[config.mk]
export PLATFORM = sky130hd
export DESIGN_NAME = codec_slave_rsp
export DESIGN_NICKNAME = d
export VERILOG_FILES = /design/src/rtl/codec_rsp_pkg.sv /design/src/rtl/codec_slave_rsp_sync_edge.sv /design/src/rtl/codec_slave_rsp.sv
export SDC_FILE = /design/constraint.sdc
export NUM_CORES = 1
export LEC_CHECK = 0
export BUFFER_PORTS_ARGS = -buffer_cell sky130_fd_sc_hd__buf_4
export CAP_MARGIN = 20
export CORE_MARGIN = 3
export CORE_UTILIZATION = 56
export DETAILED_ROUTE_END_ITERATION = 7
export GPL_ROUTABILITY_DRIVEN = 1
export PLACE_DENSITY = 0.79
export SKIP_LAST_GASP = 1
export SLEW_MARGIN = 40
export SYNTH_ARGS = -nofsm -noshare
export SYNTH_HDL_FRONTEND = slang
export SYNTH_SLANG_ARGS = --single-unit
[constraint.sdc]
create_clock -name clk -period 2.7 [get_ports clk]
set_input_delay 0.27 -clock clk [delete_from_list [all_inputs] [get_ports clk]]
set_output_delay 0.27 -clock clk [all_outputs]
set_load 0.005 [all_outputs]
[src/rtl/codec_rsp_pkg.sv]
// Shared types and constants for the CODEC serial-port responder.
package codec_rsp_pkg;

    localparam int unsigned SAMPLE_W_DEF = 16;

    function automatic int unsigned bit_cnt_width(input int unsigned w);
        return $clog2(w + 1);
    endfunction

    // Counter must be able to hold the value SAMPLE_W itself
    localparam int unsigned BIT_CNT_W = $clog2(SAMPLE_W_DEF + 1);

    typedef enum logic [1:0] {
        IDLE  = 2'd0,
        LEFT  = 2'd1,
        RIGHT = 2'd2
    } rsp_state_t;

endpackage

[src/rtl/codec_slave_rsp_sync_edge.sv]
// N-stage synchronizer with rise/fall pulse outputs.
// Edge pulses are masked until the chain has refilled after reset, so a
// pin that is already high when reset releases does not look like a rise.
module sync_edge #(
    parameter int unsigned STAGES = 2
) (
    input  logic clk,
    input  logic rst,
    input  logic d,
    output logic q,
    output logic rise,
    output logic fall
);

    logic [STAGES-1:0] chain;
    logic              prev;
    logic [STAGES:0]   primed;

    // Synchronizer chain, edge-history flop and post-reset priming mask
    always_ff @(posedge clk) begin
        if (rst) begin
            chain  <= '0;
            prev   <= 1'b0;
            primed <= '0;
        end else begin
            chain[0] <= d;
            for (int unsigned i = 1; i < STAGES; i++) begin
                chain[i] <= chain[i-1];
            end
            prev   <= chain[STAGES-1];
            primed <= {primed[STAGES-1:0], 1'b1};
        end
    end

    assign q    = chain[STAGES-1];
    assign rise = primed[STAGES] &  chain[STAGES-1] & ~prev;
    assign fall = primed[STAGES] & ~chain[STAGES-1] &  prev;

endmodule

[src/rtl/codec_slave_rsp.sv]
// CODEC-side responder for the left-justified serial audio link.
// Optional build macro: CODEC_RSP_FRAME_CHK_EN enables the sticky
// half-frame bit-count checker driving frame_err.
module codec_slave_rsp
    import codec_rsp_pkg::*;
#(
    parameter int unsigned SAMPLE_W    = SAMPLE_W_DEF,
    parameter int unsigned SYNC_STAGES = 2
) (
    input  logic                clk,
    input  logic                rst,
    input  logic                RSTn,
    input  logic                SCL,
    input  logic                LRCLK,
    input  logic                SDin,
    output logic                SDout,
    input  logic [SAMPLE_W-1:0] lft_tx,
    input  logic [SAMPLE_W-1:0] rht_tx,
    output logic                tx_req,
    output logic [SAMPLE_W-1:0] lft_rx,
    output logic [SAMPLE_W-1:0] rht_rx,
    output logic                rx_vld,
    output logic                frame_err
);

    localparam int unsigned      CNT_W    = bit_cnt_width(SAMPLE_W);
    localparam logic [CNT_W-1:0] CNT_FULL = CNT_W'(SAMPLE_W);
    localparam logic [CNT_W-1:0] CNT_LAST = CNT_W'(SAMPLE_W - 1);

    logic scl_rise, scl_fall, lr_rise, lr_fall, sdin_s, rstn_s;
    logic scl_q_unused, lr_q_unused;
    logic sdin_rise_unused, sdin_fall_unused, rstn_rise_unused, rstn_fall_unused;

    sync_edge #(.STAGES(SYNC_STAGES)) u_sync_scl (
        .clk(clk), .rst(rst), .d(SCL),
        .q(scl_q_unused), .rise(scl_rise), .fall(scl_fall)
    );

    sync_edge #(.STAGES(SYNC_STAGES)) u_sync_lrclk (
        .clk(clk), .rst(rst), .d(LRCLK),
        .q(lr_q_unused), .rise(lr_rise), .fall(lr_fall)
    );

    sync_edge #(.STAGES(SYNC_STAGES)) u_sync_sdin (
        .clk(clk), .rst(rst), .d(SDin),
        .q(sdin_s), .rise(sdin_rise_unused), .fall(sdin_fall_unused)
    );

    sync_edge #(.STAGES(SYNC_STAGES)) u_sync_rstn (
        .clk(clk), .rst(rst), .d(RSTn),
        .q(rstn_s), .rise(rstn_rise_unused), .fall(rstn_fall_unused)
    );

    rsp_state_t          state, state_n;
    logic [CNT_W-1:0]    cnt, cnt_n;
    logic [SAMPLE_W-1:0] rx_sh, rx_sh_n;
    logic [SAMPLE_W-1:0] left_word, left_word_n;
    logic [SAMPLE_W-1:0] tx_sh, tx_sh_n;
    logic [SAMPLE_W-1:0] rht_hold, rht_hold_n;
    logic [SAMPLE_W-1:0] lft_rx_n, rht_rx_n;
    logic                rx_vld_n;
    logic [SAMPLE_W-1:0] rx_shift_in, tx_shift;

    assign rx_shift_in = {rx_sh[SAMPLE_W-2:0], sdin_s};
    assign tx_shift    = {tx_sh[SAMPLE_W-2:0], 1'b0};
    assign SDout       = tx_sh[SAMPLE_W-1];

    // State and datapath registers
    always_ff @(posedge clk) begin
        if (rst) begin
            state     <= IDLE;
            cnt       <= '0;
            rx_sh     <= '0;
            left_word <= '0;
            tx_sh     <= '0;
            rht_hold  <= '0;
            lft_rx    <= '0;
            rht_rx    <= '0;
            rx_vld    <= 1'b0;
        end else begin
            state     <= state_n;
            cnt       <= cnt_n;
            rx_sh     <= rx_sh_n;
            left_word <= left_word_n;
            tx_sh     <= tx_sh_n;
            rht_hold  <= rht_hold_n;
            lft_rx    <= lft_rx_n;
            rht_rx    <= rht_rx_n;
            rx_vld    <= rx_vld_n;
        end
    end

    // Next-state: LRCLK edges load the tx shifter and take priority over a
    // coincident SCL fall; SCL rises shift in data until SAMPLE_W bits.
    always_comb begin
        state_n     = state;
        cnt_n       = cnt;
        rx_sh_n     = rx_sh;
        left_word_n = left_word;
        tx_sh_n     = tx_sh;
        rht_hold_n  = rht_hold;
        lft_rx_n    = lft_rx;
        rht_rx_n    = rht_rx;
        rx_vld_n    = 1'b0;
        tx_req      = 1'b0;

        if (!rstn_s) begin
            state_n = IDLE;
            cnt_n   = '0;
            rx_sh_n = '0;
            tx_sh_n = '0;
        end else begin
            case (state)
                IDLE: begin
                    if (lr_rise) begin
                        state_n    = LEFT;
                        rht_hold_n = rht_tx;
                        tx_sh_n    = lft_tx;
                        tx_req     = 1'b1;
                        cnt_n      = '0;
                        rx_sh_n    = '0;
                    end
                end
                LEFT: begin
                    if (lr_fall) begin
                        state_n     = RIGHT;
                        left_word_n = rx_sh;
                        tx_sh_n     = rht_hold;
                        cnt_n       = '0;
                        rx_sh_n     = '0;
                    end else if (scl_rise && cnt < CNT_FULL) begin
                        rx_sh_n = rx_shift_in;
                        cnt_n   = cnt + CNT_W'(1);
                    end else if (scl_fall) begin
                        tx_sh_n = tx_shift;
                    end
                end
                RIGHT: begin
                    if (lr_rise) begin
                        state_n    = LEFT;
                        rht_hold_n = rht_tx;
                        tx_sh_n    = lft_tx;
                        tx_req     = 1'b1;
                        cnt_n      = '0;
                        rx_sh_n    = '0;
                    end else if (scl_rise && cnt < CNT_FULL) begin
                        rx_sh_n = rx_shift_in;
                        cnt_n   = cnt + CNT_W'(1);
                        if (cnt == CNT_LAST) begin
                            lft_rx_n = left_word;
                            rht_rx_n = rx_shift_in;
                            rx_vld_n = 1'b1;
                        end
                    end else if (scl_fall) begin
                        tx_sh_n = tx_shift;
                    end
                end
                default: state_n = IDLE;
            endcase
        end
    end

`ifdef CODEC_RSP_FRAME_CHK_EN
    logic frame_err_q;

    // Sticky flag: a half-frame closed with a bit count other than SAMPLE_W
    always_ff @(posedge clk) begin
        if (rst) begin
            frame_err_q <= 1'b0;
        end else if (rstn_s && state != IDLE && (lr_rise || lr_fall) && cnt != CNT_FULL) begin
            frame_err_q <= 1'b1;
        end
    end

    assign frame_err = frame_err_q;
`else
    assign frame_err = 1'b0;
`endif

endmodule

==> run_results.csv <==
group,metric,value,unit
critical_path,crit_slowest_cell,"and3_2",
sta,setup_tns,0,ns
critical_path,crit_end,"tx_req",
critical_path,crit_chain,"inv_1 -> ha_1 -> or2_2 -> and3_2 -> buf_4",
die,die_h,97.00,µm
cts,clockRootBuffer,"clkbuf_8",
layout,final_cells,712,
cts,clock_latency,0.53,ns
route,drc,0,
route,drtIter0Drc,203,
sta,slew_headroom,47.70,%
layout,drive_gt1_share,19.84,%
pwr,max-vdd-ir-drop,448.2,µV
sta,hold_viol_final,0,
pwr,finalPower,4.033,mW
global_routing,grt_pass1_wl,18640,µm
cts,htree_levels,4,
cts,clockBufferDepth,2,
synthesis,ys_seq_area_share,50.51,%
sta,final.setup_skew,0.01339,ns
route,wl,11190,µm
sta,setup_viol,0,
critical_path,r2r_start,"state[1]",
sta,fmax,0.4031,GHz
cts,cts_made_buffers,17,
pwr,p_leak,2.119,nW
critical_path,cp-startpoint,"state[0]",
cts,ctsResizeCount,0,
global_routing,grt_use_total,24.07,%
synthesis,yosysUniqueCellTypes,40,
synthesis,yosys_warnings,0,
min_path,hold_class,"primary input to flip-flop",
sta,grt_setup_unrepaired,"no",
global_routing,grt_max_degree,78,
placed_design,io_buffers,72,
layout,antennaDiodeCount,0,
critical_path,regToRegSetupSlack,0.30,ns
route,vias,3933,
global_routing,grt_util_met1,28.71,%
sta,whs,0.01030,ns
synthesis,netlist_area,4637,µm²
synthesis,synth_nets,567,
route,wl_per_cell,15.72,µm
cts,clk_pin_slew,0.06,ns
die,design.die.area,9408,µm²
die,io_pins,74,
critical_path,crit_required,2.43,ns
die,core_area,7888,µm²
global_routing,antenna_found_initial,0,
synthesis,syn_area_per_cell,8.866,µm²
placed_design,placedCellCount,663,
route,drtAntennaViolNets,0,
critical_path,endpoint_kind,"output pin",
route,drt_pass1_iterations,4,
sta,min_period_over_period,91.87,%
cts,cts.sinks,117,
global_routing,grt_pass1_vias,3926,
cts,cts_tree,"yes",
synthesis,synthCells,523,
global_routing,busiest_layer,"met2",
global_routing,grt_util_met2,40.39,%
die,num_rows,32,
status,outcome,"completed",
critical_path,ff2ff_path_depth,5,
placed_design,dp_hpwl,6749,µm
die,die_x,97.00,µm
layout,n_fill_cell,550,
synthesis,ys_ff_latch,117,
global_routing,grt_use_met3,6.273,%
critical_path,critPathKind,"flip-flop to output pin",
critical_path,crit_fanout,17,
cts,post_cts_buffers,0,
critical_path,arrival,2.21,ns
sta,tightest_slew,0.7822,ns
layout,area_delta_synth_final,27.82,%
global_routing,gr-total-overflow,0,
critical_path,worst_setup_path_start_kind,"flip-flop",
critical_path,r2r-end,"cnt[2]",
layout,fin_nets,641,
route,avgViaCountPerCell,5.524,
sta,period_minus_slack,2.481,ns
pwr,p_per_area,680.5,nW/µm²
die,start_util,58.79,%
sta,slew_viol_final,0,
placed_design,gp_congestion,0.7917,
critical_path,max_stage_delay,0.41,ns
run,max_cap_violations,0,
==> critical path, delay by kind of cell (launching register included) <==
kind,cells,cell delay [ns]
adder cells (fa/ha/maj),1,0.26
buffers and inverters,2,0.31
AND/OR/NAND/NOR,2,0.73
flip-flops,1,0.39
==> power by group <==
group	switching, mW	internal, mW	total, mW
Clock	0.852	1.33	2.19
Combinational	0.0447	0.0605	0.105
Sequential	0.00654	1.74	1.74
Total	0.903	3.13	4.03
==> placed cells by master, fill, tap and decap left out, types with 13 or more instances in the layout <==
master           n
a21oi_1         68
a221o_1         15
buf_4           78
clkbuf_16       16
dfxtp_1        117
dlygate4sd3_1   17
mux2i_1         35
nand2_1        132
nor2_1          38
nor2b_1         13
==> sequential cells by signal, indices dropped and copies added, names as in the netlist, 3 cells and up <==
register and cells:
left_word 16, lft_rx 16, rht_hold 16, rht_rx 16, rx_sh 16, tx_sh 16
cnt 5, u_sync_scl.primed 3
==> area by class of cell <==
type | count | area [µm²] | share of cell area (%)
Sequential cell | 117 | 2342 | 39.52
Clock inverter | 15 | 171.4 | 2.892
Timing Repair Buffer | 95 | 755.7 | 12.75
Inverter | 7 | 26.28 | 0.4433
Multi-Input combinational cell | 359 | 2090 | 35.25
Tap cell | 102 | 127.6 | 2.153
Clock buffer | 17 | 414.1 | 6.988
==> through the flow <==
| step | utilization, % | instance area [µm²] | setup WS, ns |
|---|---|---|---|
| after detailed placement | 65.56 | 5171 | 0.3451 |
| after floorplan | - | 4637 | 0.8238 |
| final | 75.14 | 5927 | 0.2194 |
| after CTS | 75.14 | 5927 | 0.2095 |
| after global routing | 75.14 | 5927 | 0.1162 |
| after global placement | 65.53 | 5169 | 0.4470 |
==> what timing repair did <==
action | 4_1_cts | 5_1_grt
hold buffers | 17 | 0
endpoints found under the hold margin | 17 | 0
setup endpoints to repair | 0 | 0
==> Yosys cell counts <==
library cell	count	area (µm²)
xnor2_1	2	17.52
or3_1	2	12.51
a211oi_1	1	7.510
inv_1	7	26.28
nand3_1	4	20.02
nor2_1	38	142.6
nand2b_1	1	6.260
nand4b_1	1	8.760
o21ai_1	1	5.000
mux2i_1	35	350.3
conb_1	1	3.750
clkbuf_1	26	97.59
buf_2	8	40.04
a221o_1	15	150.1
buf_6	3	33.78
o22a_1	1	8.760
nand4bb_1	2	22.52
and3b_1	2	17.52
dfxtp_1	117	2342
buf_1	1	3.750
o211ai_2	1	12.51
or2_2	1	6.260
nor3_1	1	5.000
buf_4	2	15.01
and4_1	1	8.760
o221a_2	3	33.78
nand3b_1	2	15.01
and3b_4	1	12.51
a21oi_1	69	345.3
and3_1	4	25.02
a21o_1	2	15.01
nand2_1	132	495.5
o21a_1	1	7.510
o31ai_1	1	7.510
and2_1	1	6.260
ha_1	6	75.07
o221a_1	12	135.1
nor2b_1	13	81.33
nand4_1	1	6.260
and3_4	1	11.26
==> per-layer routing <==
layer	wire length (µm)	vias to the layer above	part of all wire, %
li1	-	1936	-
met5	0	-	0
met2	5538	119	49
met4	303	0	2.7
met1	4765	1851	43
met3	585	27	5.2
==> worst min-delay path by stage <==
stage                               startpoint                     to  depth (start not counted)
after detailed placement  u_sync_rstn.chain[0]   u_sync_rstn.chain[1]                          1
after global placement    u_sync_sdin.chain[0]   u_sync_sdin.chain[1]                          1
after CTS                            rht_tx[4]            rht_hold[4]                          3
after global routing                rht_tx[12]           rht_hold[12]                          3
after floorplan                          LRCLK  u_sync_lrclk.chain[0]                          1
final                                rht_tx[4]            rht_hold[4]                          3
==> cells by family after synthesis <==
group / after synthesis / share of synthesized area [%]
other: 1 / 0.08087
and+or+nand+nor: 208 / 19.48
xor gates and xnor gates: 2 / 0.3778
muxes: 35 / 7.555
buffers and inverters: 47 / 4.668
adders and majority gates: 6 / 1.619
DFF: 117 / 50.51
AOI/OAI and AO/OA: 107 / 15.70
No activity file was read; power rests on OpenSTA's default activity.
